$ cat src/rtl/weight_pkg.sv
// Shared types and default constants for the weight conditioning stage.
package weight_pkg;

   typedef enum logic [1:0] {
      FILL = 2'd0,
      RUN  = 2'd1,
      TARE = 2'd2
   } state_e;

   localparam int unsigned RAW_W           = 24;
   localparam int unsigned OUT_W           = 32;
   localparam int unsigned NET_W           = RAW_W + 1;
   localparam int unsigned SCALE_W         = 8;
   localparam int unsigned DEF_AVG_LOG2    = 3;
   localparam int unsigned DEF_SCALE_NUM   = 152;
   localparam int unsigned DEF_SCALE_SHIFT = 10;
   localparam int unsigned DEF_STABLE_TOL  = 2;
   localparam int unsigned DEF_STABLE_CNT  = 4;
   localparam int unsigned SUM_W           = RAW_W + DEF_AVG_LOG2;

   // Magnitude of a - b, one bit wider so the difference never wraps.
   function automatic logic [OUT_W:0] mag_diff(input logic signed [OUT_W-1:0] a,
                                                input logic signed [OUT_W-1:0] b);
      logic signed [OUT_W:0] d;
      d = (OUT_W + 1)'(a) - (OUT_W + 1)'(b);
      return d[OUT_W] ? (OUT_W + 1)'(-d) : (OUT_W + 1)'(d);
   endfunction

endpackage

$ cat src/rtl/weight_filter_ma_ring.sv
// Moving-average ring: sample buffer, write pointer, running sum and window counter.
module ma_ring
   import weight_pkg::*;
#(
   parameter int unsigned AVG_LOG2 = DEF_AVG_LOG2
) (
   input  logic                    clk_50,
   input  logic                    rst_n,
   input  logic                    sample_valid_i,
   input  logic signed [RAW_W-1:0] sample_i,
   input  logic                    cnt_clr_i,
   output logic signed [RAW_W-1:0] avg_c_o,
   output logic                    win_hit_c_o
);

   localparam int unsigned W      = 1 << AVG_LOG2;
   localparam int unsigned RSUM_W = RAW_W + AVG_LOG2;
   localparam int unsigned CNT_W  = AVG_LOG2 + 1;

   logic signed [RAW_W-1:0]  ring_q [W];
   logic [AVG_LOG2-1:0]      wr_q;
   logic signed [RSUM_W-1:0] sum_q;
   logic signed [RSUM_W-1:0] sum_d;
   logic [CNT_W-1:0]         cnt_q;

   // The oldest sample leaves the window as the new one enters.
   assign sum_d       = sum_q + RSUM_W'(sample_i) - RSUM_W'(ring_q[wr_q]);
   assign avg_c_o     = RAW_W'(sum_q >>> AVG_LOG2);
   assign win_hit_c_o = sample_valid_i && !cnt_clr_i && (cnt_q == CNT_W'(W - 1));

   always_ff @(posedge clk_50) begin
      if (!rst_n) begin
         for (int i = 0; i < int'(W); i++) begin
            ring_q[i] <= '0;
         end
         wr_q  <= '0;
         sum_q <= '0;
         cnt_q <= '0;
      end else begin
         if (sample_valid_i) begin
            sum_q          <= sum_d;
            ring_q[wr_q]   <= sample_i;
            wr_q           <= wr_q + AVG_LOG2'(1);
         end
         // Saturates at W so one window yields exactly one hit.
         if (cnt_clr_i) begin
            cnt_q <= '0;
         end else if (sample_valid_i && (cnt_q != CNT_W'(W))) begin
            cnt_q <= cnt_q + CNT_W'(1);
         end
      end
   end

endmodule

$ cat src/rtl/weight_filter.sv
// Averages raw HX711 codes, applies tare, scales to grams and flags settled readings.
module weight_filter
   import weight_pkg::*;
#(
   parameter int unsigned AVG_LOG2    = DEF_AVG_LOG2,
   parameter int unsigned SCALE_NUM   = DEF_SCALE_NUM,
   parameter int unsigned SCALE_SHIFT = DEF_SCALE_SHIFT,
   parameter int unsigned STABLE_TOL  = DEF_STABLE_TOL,
   parameter int unsigned STABLE_CNT  = DEF_STABLE_CNT
) (
   input  logic                    clk_50,
   input  logic                    rst_n,
   input  logic                    raw_valid,
   input  logic [RAW_W-1:0]        raw_data,
   input  logic                    tare_req,
   output logic signed [OUT_W-1:0] weight_g,
   output logic                    weight_valid,
   output logic                    stable,
   output logic                    tare_busy,
   output logic signed [RAW_W-1:0] avg_raw
);

   localparam int unsigned PROD_W = NET_W + SCALE_W + 1;
   localparam int unsigned SCNT_W = $clog2(STABLE_CNT + 1);
   localparam logic signed [PROD_W-1:0] SCALE_S = PROD_W'(SCALE_NUM);

   state_e                  state_q;
   logic                    pend_q;
   logic                    tare_busy_q;
   logic                    stable_q;
   logic [SCNT_W-1:0]       scnt_q;
   logic                    v0_q, v1_q, v2_q, wv_q;
   logic                    ld0_q, ld1_q, ld2_q;
   logic signed [RAW_W-1:0] avg1_q, avg2_q, avg_raw_q;
   logic signed [RAW_W-1:0] tare_off_q;
   logic signed [NET_W-1:0] net_q;
   logic signed [OUT_W-1:0] weight_q;

   logic signed [RAW_W-1:0]  avg_c;
   logic                     hit_c;
   logic                     enter_tare_c;
   logic                     emit_c;
   logic                     ld_c;
   logic signed [PROD_W-1:0] prod_c;
   logic signed [OUT_W-1:0]  weight_c;
   logic                     tol_ok_c;
   logic [SCNT_W-1:0]        scnt_nxt_c;

   ma_ring #(
      .AVG_LOG2 (AVG_LOG2)
   ) u_ring (
      .clk_50         (clk_50),
      .rst_n          (rst_n),
      .sample_valid_i (raw_valid),
      .sample_i       ($signed(raw_data)),
      .cnt_clr_i      (enter_tare_c),
      .avg_c_o        (avg_c),
      .win_hit_c_o    (hit_c)
   );

   // A pending tare from FILL is serviced on the first RUN cycle.
   assign enter_tare_c = (state_q == RUN) && (tare_req || pend_q);
   assign emit_c       = raw_valid && ((state_q != FILL) || hit_c);
   assign ld_c         = raw_valid && (state_q == TARE) && hit_c;

   assign prod_c   = PROD_W'(net_q) * SCALE_S;
   assign weight_c = OUT_W'(prod_c >>> SCALE_SHIFT);
   assign tol_ok_c = mag_diff(weight_c, weight_q) <= (OUT_W + 1)'(STABLE_TOL);

   always_comb begin
      scnt_nxt_c = '0;
      if (tol_ok_c) begin
         scnt_nxt_c = (scnt_q == SCNT_W'(STABLE_CNT)) ? scnt_q : scnt_q + SCNT_W'(1);
      end
   end

   always_ff @(posedge clk_50) begin
      if (!rst_n) begin
         state_q     <= FILL;
         pend_q      <= 1'b0;
         tare_busy_q <= 1'b0;
         stable_q    <= 1'b0;
         scnt_q      <= '0;
         v0_q        <= 1'b0;
         v1_q        <= 1'b0;
         v2_q        <= 1'b0;
         wv_q        <= 1'b0;
         ld0_q       <= 1'b0;
         ld1_q       <= 1'b0;
         ld2_q       <= 1'b0;
         avg1_q      <= '0;
         avg2_q      <= '0;
         avg_raw_q   <= '0;
         tare_off_q  <= '0;
         net_q       <= '0;
         weight_q    <= '0;
      end else begin
         v0_q  <= emit_c;
         ld0_q <= ld_c;

         // P1: average; the tare offset captures the same value on the closing sample.
         v1_q  <= v0_q;
         ld1_q <= ld0_q;
         if (v0_q) begin
            avg1_q <= avg_c;
         end
         if (ld0_q) begin
            tare_off_q <= avg_c;
         end

         // P2: net code.
         v2_q  <= v1_q;
         ld2_q <= ld1_q;
         if (v1_q) begin
            net_q  <= NET_W'(avg1_q) - NET_W'(tare_off_q);
            avg2_q <= avg1_q;
         end

         // P3: grams.
         wv_q <= v2_q;
         if (v2_q) begin
            weight_q  <= weight_c;
            avg_raw_q <= avg2_q;
         end

         if (enter_tare_c) begin
            scnt_q   <= '0;
            stable_q <= 1'b0;
         end else if (v2_q) begin
            if (state_q == RUN) begin
               scnt_q   <= scnt_nxt_c;
               stable_q <= (scnt_nxt_c == SCNT_W'(STABLE_CNT));
            end else begin
               stable_q <= 1'b0;
            end
         end

         unique case (state_q)
            FILL: begin
               if (tare_req) begin
                  pend_q <= 1'b1;
               end
               if (hit_c) begin
                  state_q <= RUN;
               end
            end
            RUN: begin
               if (enter_tare_c) begin
                  state_q     <= TARE;
                  pend_q      <= 1'b0;
                  tare_busy_q <= 1'b1;
               end
            end
            TARE: begin
               // Leave when the result computed with the new offset emerges.
               if (ld2_q) begin
                  state_q     <= RUN;
                  tare_busy_q <= 1'b0;
               end
            end
            default: state_q <= FILL;
         endcase
      end
   end

   assign weight_g     = weight_q;
   assign weight_valid = wv_q;
   assign stable       = stable_q;
   assign tare_busy    = tare_busy_q;
   assign avg_raw      = avg_raw_q;

endmodule

$ cat config.mk
export PLATFORM = sky130hd
export DESIGN_NAME = weight_filter
export DESIGN_NICKNAME = d
export VERILOG_FILES = /design/src/rtl/weight_pkg.sv /design/src/rtl/weight_filter_ma_ring.sv /design/src/rtl/weight_filter.sv
export SDC_FILE = /design/constraint.sdc
export NUM_CORES = 1
export LEC_CHECK = 0
export ABC_AREA = 1
export BUFFER_PORTS_ARGS = -buffer_cell sky130_fd_sc_hd__buf_4
export CAP_MARGIN = 25
export CORE_UTILIZATION = 25
export DETAILED_ROUTE_END_ITERATION = 7
export HOLD_SLACK_MARGIN = 0.02
export SLEW_MARGIN = 10
export SYNTH_ARGS = -nofsm -noshare
export SYNTH_HDL_FRONTEND = slang
export SYNTH_SLANG_ARGS = --single-unit
$ cat constraint.sdc
create_clock -name clk_50 -period 5.82 [get_ports clk_50]
set_input_delay 0.582 -clock clk_50 [delete_from_list [all_inputs] [get_ports clk_50]]
set_output_delay 0.582 -clock clk_50 [all_outputs]
set_load 0.02 [all_outputs]
# Yosys cells after proc, flatten, opt, wreduce, memory -nomap -nowiden
# Memory sizes are Yosys's and may differ from the RTL's. A register that Yosys moved wholly into a read port is not among the register bits.
# Cells that the tools add are included.
[op_classes]
addsub = 8
multipliers = 1
order_cmp = 1
eq_ne = 10
n_mux = 23
bitwise_logic = 1
n_reduce_logical = 20
[ops]
columns = ["operator", "count"]
rows = [
  ["$sub A24 B24 Y25", 2],
  ["$le A33 B2 Y1 const B", 1],
  ["$mux W33", 1],
  ["$neg A25 Y33", 1],
  ["$mul A25 B6 Y31 const B", 1],
  ["$add A27 B24 Y27", 1],
  ["$sub A27 B24 Y27", 1],
  ["$mux W24", 1],
  ["$reduce_or A24 Y1", 1],
  ["$mux W3", 5],
  ["$mux W1", 10],
  ["$reduce_and A3 Y1", 3],
  ["$logic_and A1 B1 Y1", 7],
  ["$add A3 B1 Y3 const B", 2],
  ["$eq A3 B3 Y1 const B", 2],
  ["$mux W2", 3],
  ["$ne A2 B2 Y1 const B", 3],
  ["$pmux W2 S3", 1],
  ["$reduce_bool A2 Y1", 3],
  ["$add A4 B1 Y4 const B", 1],
  ["$eq A4 B3 Y1 const B", 1],
  ["$ne A4 B4 Y1 const B", 1],
  ["$pmux W1 S2", 2],
  ["$eq A2 B1 Y1 const B", 1],
  ["8 further kinds", 9],
]
[word_totals]
reg_bits = 194
mem_bits_rw = 192
in_bits = 28
n_memories = 1
[mem_list]
columns = ["memory", "words", "word_bits", "read_ports", "rd_ports_with_merged_regs", "wr", "line_no", "source"]
rows = [
  ["u_ring.ring_q", 8, 24, 1, 1, 8, "weight_filter_ma_ring.sv:20", "logic signed [RAW_W-1:0] ring_q [W];"],
]

# Logic depth before layout (Yosys ltp)
# Gate-level depths: netlist (run 1).
[depth]
word_depth = 8
depth_mapped = 37
depth_no_buf = 37

# Modules after synthesis
# A second synthesis (run 1) with hierarchy kept.
[hier_totals]
cells_unflattened = 3304
area_unflattened_um2 = 24755.0
[modules_own_cells]
columns = ["mod", "n_inst", "cells_each", "area_per_inst_um2"]
rows = [
  ["ma_ring", 1, 1496, 12724.7],
  ["weight_filter", 1, 1808, 12030.3],
]

# Worst setup path before layout (run 1)
# OpenSTA, ideal clock, no wires.
[synth_path]
kind = "reg2reg"
start = "register net_q[7]"
end = "register stable_q, in the netlist stable"
setup_ps = 70
arrival_time_ps = 5107
t_required_ps = 5750
slack_ps = 643
path_stages_with_launch = 33
n_path_buf = 1
period_less_slack_ps = 5177
path_cell_list = "dfxtp_1 -> ha_1 -> ha_1 -> inv_1 -> fa_1 -> inv_1 -> ha_1 -> a21oi_1 -> a21boi_0 -> inv_1 -> a21oi_1 -> o21ai_0 -> nand2_1 -> nand2_1 -> nand2_1 -> o211ai_1 -> xor2_1 -> inv_1 -> ha_1 -> nand2_1 -> nor3_2 -> nand3_2 -> nand4_1 -> nand2_2 -> buf_6 -> nor2_1 -> xor2_1 -> nand2_1 -> nor3b_2 -> nand3_1 -> nor2_2 -> nand4_1 -> a21oi_1"
[synth_via]
elab_chain_cells = 8
[synth_rtl]
columns = ["item", "line_no", "source"]
rows = [
  ["start, declared", "weight_filter.sv:36", "logic signed [NET_W-1:0] net_q;"],
  ["start signal, assigned", "weight_filter.sv:115", "net_q <= NET_W'(avg1_q) - NET_W'(tare_off_q);"],
  ["$mul A25 B6 Y31 (*)", "weight_filter.sv:66", "assign prod_c = PROD_W'(net_q) * SCALE_S;"],
  ["net prod_c[30]", "weight_filter.sv:44", "logic signed [PROD_W-1:0] prod_c;"],
  ["$sub A24 B24 Y25 (*)", "weight_pkg.sv:25", "d = (OUT_W + 1)'(a) - (OUT_W + 1)'(b);"],
  ["$neg A25 Y33", "weight_pkg.sv:26", "return d[OUT_W] ? (OUT_W + 1)'(-d) : (OUT_W + 1)'(d);"],
  ["$mux W33 (*)", "weight_pkg.sv:26", ""],
  ["$le A33 B2 Y1 (*)", "weight_filter.sv:68", "assign tol_ok_c = mag_diff(weight_c, weight_q) <= (OUT_W + 1)'(STABLE_TOL);"],
  ["$mux W3 (*)", "weight_filter.sv:72", "if (tol_ok_c) begin"],
  ["$eq A3 B3 Y1 (*)", "weight_filter.sv:132", "stable_q <= (scnt_nxt_c == SCNT_W'(STABLE_CNT));"],
  ["$mux W1 (*)", "weight_filter.sv:130", "if (state_q == RUN) begin"],
  ["end signal, assigned", "weight_filter.sv:132", ""],
  ["end, declared", "weight_filter.sv:30", "logic stable_q;"],
]
# The timed path passes the listed nets; every way through them passes the cells marked *.
# A chain may end at the register's enable or synchronous reset.

# Worst setup path after layout (run 1)
[layout_path]
start = "register net_q[10]"
end = "register stable_q, in the netlist stable"
# The elaborated chain is that of the path after synthesis.

==> results of run 1 <==
## layout make-up
cell class                      count  area (um^2)  area share (%)
Sequential cell                   389         9740            35.2
Multi-Input combinational cell   1970        11900            42.9
Tap cell                         1186         1480            5.36
Inverter                          454         1710            6.19
Clock inverter                     23          305            1.10
Clock buffer                       62         1260            4.57
Timing Repair Buffer              165         1290            4.66
## kinds of logic (layout without fill, tap and decap cells)
family / after synthesis / after routing / share of synthesized area [%]
compound gates: 634 / 634 / 14.5
xor+xnor: 80 / 80 / 3.03
fa+ha+maj: 202 / 202 / 12.5
buf+inv: 574 / 704 / 9.53
flops: 389 / 389 / 42.0
simple gates: 1054 / 1054 / 18.4
## state kept, by name, summed over array words and instances, names as in the netlist, 2 cells and up, named ones only
name	cells
tare_off_q	24
u_ring.wr_q	3
avg_raw	24
net_q	25
avg2_q	24
scnt_q	3
u_ring.sum_q	27
u_ring.ring_q	192
avg1_q	24
u_ring.cnt_q	4
weight_g	24
state_q	2
## power groups by stage
| stage | Combinational [mW] | Sequential (mW) | Clock (mW) |
|---|---|---|---|
| final | 2.21 | 3.06 | 2.97 |
| after global routing | 2.53 | 3.08 | 3.17 |
| after CTS | 2.20 | 3.06 | 3.04 |
| after global placement | 2.16 | 3.12 | 0 |
| after floorplan | 1.67 | 3.11 | 0 |
| after detailed placement | 2.18 | 3.12 | 0 |
## worst max-delay path, delay by kind of cell, from the launching register on
family / cells / cell delay [ns]
simple gates: 16 / 1.78
fa+ha+maj: 5 / 1.74
compound gates: 6 / 0.85
buf+inv: 6 / 0.61
flops: 1 / 0.35
xor+xnor: 1 / 0.15
## layer usage
| metal | vias to the layer above | GRT usage, % | wire length [um] |
|---|---|---|---|
| met5 | - | 0 | 0 |
| met4 | 0 | 2.60 | 999 |
| met3 | 73 | 1.94 | 3370 |
| met2 | 462 | 20.2 | 27000 |
| met1 | 8778 | 17.6 | 28600 |
| li1 | 9717 | - | - |
## layout by cell type (no fill, tap or decap), drive strengths merged, types with 4 or more instances in the layout
cell type,instances
edfxtp,192
a31oi,27
a21boi,5
nand3,67
a21oi,220
fa,49
bufinv,4
inv,431
o21ai,327
nor4,4
nand2,342
ha,153
clkinvlp,5
o21a,6
nor2,597
xor2,52
nand3b,4
xnor2,28
o22ai,26
nor3,12
nand4,22
and2,5
clkinv,37
dfxtp,197
clkbuf,62
buf,165
o211ai,7
## worst max-delay path by stage
stage               endpoint  slack [ns]  depth (start not counted)
floorplan             stable        0.64                         32
global placement      stable       -0.36                         34
detailed placement    stable       -0.33                         34
CTS                   stable       0.009                         34
global route          stable       -0.08                         36
finish                stable        0.24                         34
## timing repair
item,4_1_cts,5_1_grt
buffers inserted,2,18
setup endpoints to repair,4,4
gates resized for setup,17,156
pin swaps,2,59
==> summary.txt, run 1 <==
Top FF cell, synth -> dfxtp_1
Vias per cell -> 4.48
Post-synth EDFFs -> 192
Worst Path Required -> 6.31 ns
Mapped Cells -> 2,933
Number of CTS-inserted buffers -> 46
Sequential fraction of the synthesis area -> 42.0%
Final worst slack -> 0.242 ns
Async set-reset flop share out of synthesis -> 0%
Nets -> 3,256
Root buffer selected by CTS -> clkbuf_16
Gp weighted congestion -> 0.868
Clock Tree Buf Depth -> 3
Cell Pwr Density -> 298 nW/um^2
Post-synth top area share -> 24.9%
Net switching power -> 2.69 mW
Clk Latency, worst-skew pair -> 0.63 ns
FF-to-FF End -> stable
Full die area -> 93,700 um^2
DIE HEIGHT -> 306 um
Mapped cell area -> 23,100 um^2
DRC errors left -> 0
Setup crit start kind -> flip-flop
Sequential power share -> 37.1%
Reg-to-Reg Start -> net_q[10]
Internal power -> 5.55 mW
Placed Cells -> 4,140
# rows -> 111
Starting DRC count in detailed routing -> 1,555
Synth Register Bits -> 389
Final hold vios -> 0
Setup violators final -> 0
Starting density of the core -> 25.2%
Clock power frac -> 36.0%
Slowest CP cell -> fa_1
Switching share of power -> 32.6%
Initial antenna violation count -> 0
DP Worst Slack -> -0.333 ns
Worst Setup Path Type -> reg2reg
Largest net degree at the start of global routing -> 75
Worst R2R Path Depth -> 34
Chip Width -> 306 um
CTS tree -> done
HP Start -> raw_valid
Final setup TNS -> 0 ns
Vias in the first global route -> 18,000
CP Data Arrival Time -> 6.06 ns
Post-Route WL -> 59.9 mm
Leak Pwr -> 13.1 nW
Yosys warnings -> 0
Post-Layout Cell Count -> 4,249
Pwr Total -> 8.25 mW
Routed wire per std cell -> 14.1 um
Fin. max-slew vios -> 0
Worst Skew -> 0.0724 ns
Syn_area_per_cell -> 7.88 um^2
First-pass GRT wire length -> 95.8 mm
CP endpoint kind -> flip-flop
Top-count cell post-synth -> nor2_1
Relative slew slack -> 46.8%
Max-Cap Viols -> 0
Min Tclk post-route -> 5.58 ns
Final ANT Viol Nets -> 0
Post-CTS Hold Fix Bufs -> 0
GRT Total Usage -> 12.5%
Critical Path Most Common Cell -> nand2_1
CTS clk-pin slew, worst paths -> 0.06 ns
Fill cell count -> 9,677
R2r setup slk -> 0.24 ns
# H-tree levels -> 2
Hold path depth -> 2
Area contributors post-synth -> edfxtp_1, dfxtp_1, nor2_1
Period utilization -> 95.8%
Clk sinks -> 389
Fmax -> 179 MHz
Crit Path Max Fanout -> 6
Combinational power share -> 26.9%
Syn Nets -> 3,163
Worst Hold Path EP -> u_ring.sum_q[13]
Fin util -> 30.2%
Outcome -> completed
Ports -> 87
Max stage delay on crit path -> 0.53 ns
Share of cells above drive strength 1 -> 13.6%
Syn-to-layout area delta -> 19.7%
Post-DP Area -> 25,200 um^2
Global route total overflow -> 0
Post-route cell area -> 27,700 um^2
Synth cell types -> 46
DR vias -> 19,000
IO buf count -> 86
Synth cell count leaders -> nor2_1, inv_1, nand2_1, o21ai_0, a21oi_1
Setup crit start -> net_q[10]
Hold Slack -> 0.327 ns
Synth area leader -> edfxtp_1
HPWL after DPL -> 41.8 mm
DRT Pass-1 Iters -> 8
Antenna cells -> 0
CORE AREA -> 91,700 um^2
Measured slew at the worst slew-check pin -> 0.798 ns
Worst VDD drop -> 0.221 mV
Worst Hold Class -> in2reg
Note: power is estimated with default switching activity, not from simulation.
==> run 2, diff against run 1 <==
--- a/config.mk
+++ b/config.mk
@@ -10,3 +10,3 @@
 export CAP_MARGIN = 25
-export CORE_UTILIZATION = 25
+export CORE_UTILIZATION = 42
 export DETAILED_ROUTE_END_ITERATION = 7
--- a/constraint.sdc
+++ b/constraint.sdc
@@ -3,2 +3,2 @@
 set_output_delay 0.582 -clock clk_50 [all_outputs]
-set_load 0.02 [all_outputs]
+set_load 0.005 [all_outputs]
==> run 2 against run 1 <==
Effect of this change:
- sequential power is essentially flat
- largest power group unchanged
- cell area up 0.38%
- non-clock buffer count increased by 63
==> summary.txt, run 2 (synthesis gave the netlist of run 1 again) <==
Vias per cell -> 5.19 (was 4.48)
# H-tree levels -> 2 (unchanged)
Multi-input gate area -> 12,200 um^2 (was 11,900 um^2)
R2r setup slk -> 0.23 ns (was 0.24 ns)
DRC errors left -> 0 (unchanged)
Post-Layout Cell Count -> 3,814 (was 4,249)
Routed wire per std cell -> 17.2 um (was 14.1 um)
Clk sinks -> 389 (unchanged)
FF-to-FF End -> stable (unchanged)
Initial antenna violation count -> 0 (unchanged)
Worst R2R Path Depth -> 36 (was 34)
Final ANT Viol Nets -> 0 (unchanged)
Root buffer selected by CTS -> clkbuf_16 (unchanged)
Clk Latency, worst-skew pair -> 0.60 ns (was 0.63 ns)
Chip Width -> 237 um (was 306 um)
Worst Setup Path Type -> reg2reg (unchanged)
Clock Tree Buf Depth -> 3 (unchanged)
Met1 usage -> 27.6% (was 17.6%)
Syn-to-layout area delta -> 20.1% (was 19.7%)
Crit Path Max Fanout -> 4 (was 6)
CORE AREA -> 54,100 um^2 (was 91,700 um^2)
Max-Cap Viols -> 0 (unchanged)
Critical Path Most Common Cell -> nand2_1 (unchanged)
Relative slew slack -> 32.6% (was 46.8%)
IO buf count -> 86 (unchanged)
Met3 GRT Util -> 2.75% (was 1.94%)
Setup crit start kind -> flip-flop (unchanged)
Gp weighted congestion -> 0.921 (was 0.868)
Pwr Total -> 8.18 mW (was 8.25 mW)
Min Tclk post-route -> 5.59 ns (was 5.58 ns)
Starting DRC count in detailed routing -> 1,250 (was 1,555)
Most common cell after layout, fill and taps aside -> nor2_1 (unchanged)
Worst Hold Path EP -> pend_q (was u_ring.sum_q[13])
Worst VDD drop -> 0.264 mV (was 0.221 mV)
Fin util -> 51.3% (was 30.2%)
DR vias -> 19,800 (was 19,000)
Period utilization -> 96.0% (was 95.8%)
HPWL after DPL -> 44.7 mm (was 41.8 mm)
Most flop-heavy register -> u_ring.ring_q (unchanged)
CTS clk-pin slew, worst paths -> 0.06 ns (about the same)
Fill cell count -> 5,094 (was 9,677)
GR Util met2 -> 41.4% (was 20.2%)
Worst Hold Class -> in2reg (unchanged)
Worst Skew -> 0.0308 ns (was 0.0724 ns)
Global route total overflow -> 0 (unchanged)
CP Data Arrival Time -> 6.09 ns (was 6.06 ns)
Worst path top cell family by delay -> simple AND/OR/NAND/NOR gates (unchanged)
Measured slew at the worst slew-check pin -> 1.01 ns (was 0.798 ns)
Post-DP Area -> 25,000 um^2 (was 25,200 um^2)
Outcome -> completed (unchanged)
Most Crowded Layer GR -> met2 (unchanged)
Largest register FFs -> 192 (unchanged)
Largest net degree at the start of global routing -> 108 (was 75)
Nets -> 3,316 (was 3,256)
Fin. max-slew vios -> 0 (unchanged)
Cell Pwr Density -> 295 nW/um^2 (was 298 nW/um^2)
Post-CTS Hold Fix Bufs -> 0 (unchanged)
Antenna cells -> 0 (unchanged)
CP endpoint kind -> flip-flop (unchanged)
GRT Total Usage -> 22.9% (was 12.5%)
DRT Pass-1 Iters -> 6 (was 8)
Starting density of the core -> 42.7% (was 25.2%)
Ports -> 87 (unchanged)
Max stage delay on crit path -> 0.50 ns (was 0.53 ns)
CTS tree -> done (unchanged)
Share of cells above drive strength 1 -> 16.9% (was 13.6%)
Hold path depth -> 3 (was 2)
Final setup TNS -> 0 ns (unchanged)
Setup violators final -> 0 (unchanged)
Final hold vios -> 0 (unchanged)
Vias in the first global route -> 19,200 (was 18,000)
Placed Cells -> 3,703 (was 4,140)
Most frequent cells in the layout -> nor2_1, inv_1, o21ai_0, nand2_1, buf_4 (was nor2_1, inv_1, o21ai_0, nand2_1, a21oi_1)
Worst Path Required -> 6.32 ns (was 6.31 ns)
Biggest regs -> u_ring.ring_q (192), u_ring.sum_q (27), net_q (25) (unchanged)
Number of CTS-inserted buffers -> 43 (was 46)
# rows -> 85 (was 111)
Fmax -> 179 MHz (about the same)
Leak Pwr -> 13.3 nW (was 13.1 nW)
HP Start -> tare_req (was raw_valid)
Full die area -> 56,000 um^2 (was 93,700 um^2)
Post-Route WL -> 65.6 mm (was 59.9 mm)
Post-route cell area -> 27,800 um^2 (was 27,700 um^2)
Slowest CP cell -> fa_1 (unchanged)
DIE HEIGHT -> 237 um (was 306 um)
First-pass GRT wire length -> 102 mm (was 95.8 mm)
CP Buf/Inv Count -> 7 (was 6)
Reg-to-Reg Start -> net_q[7] (was net_q[10])
Register area -> 9760 um^2 (was 9740 um^2)
run 2: cell type report:
| cell class | count | area share [%] |
|---|---|---|
| multi-input cells | 1970 | 44.0 |
| clock buffers | 62 | 4.43 |
| flip-flops and latches | 389 | 35.2 |
| inverters | 454 | 6.17 |
| clock inverters | 15 | 0.816 |
| repair buffers | 228 | 6.30 |
| well taps | 696 | 3.14 |
run 2: stage by stage:
stage	hold slack (ns)	worst slack, ns
after floorplan	0.390	0.643
after global placement	0.397	-0.0961
after detailed placement	0.405	-0.124
after CTS	0.309	0.00599
after global routing	0.329	-0.0885
final	0.335	0.233
run 2: how the worst max path moves through the flow:
| stage | start | endpoint | slack [ns] | cells after the start |
|---|---|---|---|---|
| floorplan | net_q[7] | stable | 0.64 | 32 |
| global placement | net_q[12] | stable | -0.1 | 38 |
| detailed placement | net_q[11] | stable | -0.12 | 38 |
| CTS | net_q[12] | stable | 0.006 | 36 |
| global route | net_q[7] | stable | -0.09 | 36 |
| finish | net_q[7] | stable | 0.23 | 36 |
run 2: where the power goes:
part	internal, mW	switching, mW	leakage, nW
Sequential	3.02	0.0484	3.60
Combinational	0.844	1.48	8.98
Clock	1.62	1.16	0.693
run 2: worst min-delay path, stage by stage:
cell,delay [ns]
buf_4,0.08
nor2_1,0.05
nor3_1,0.15
run 2: routing by layer:
layer	part of all wire, %	wire length, um	vias to the layer above
met2	51	33200	468
met3	4.0	2600	139
met4	3.6	2340	0
met1	42	27500	9352
li1	-	-	9853
met5	0	0	-
run 2: timing repair:
item	4_1_cts	5_1_grt
setup buffers	0	36
endpoints found under the setup margin	4	4
cloned	0	0
pin swaps	0	98
resized for setup	13	227
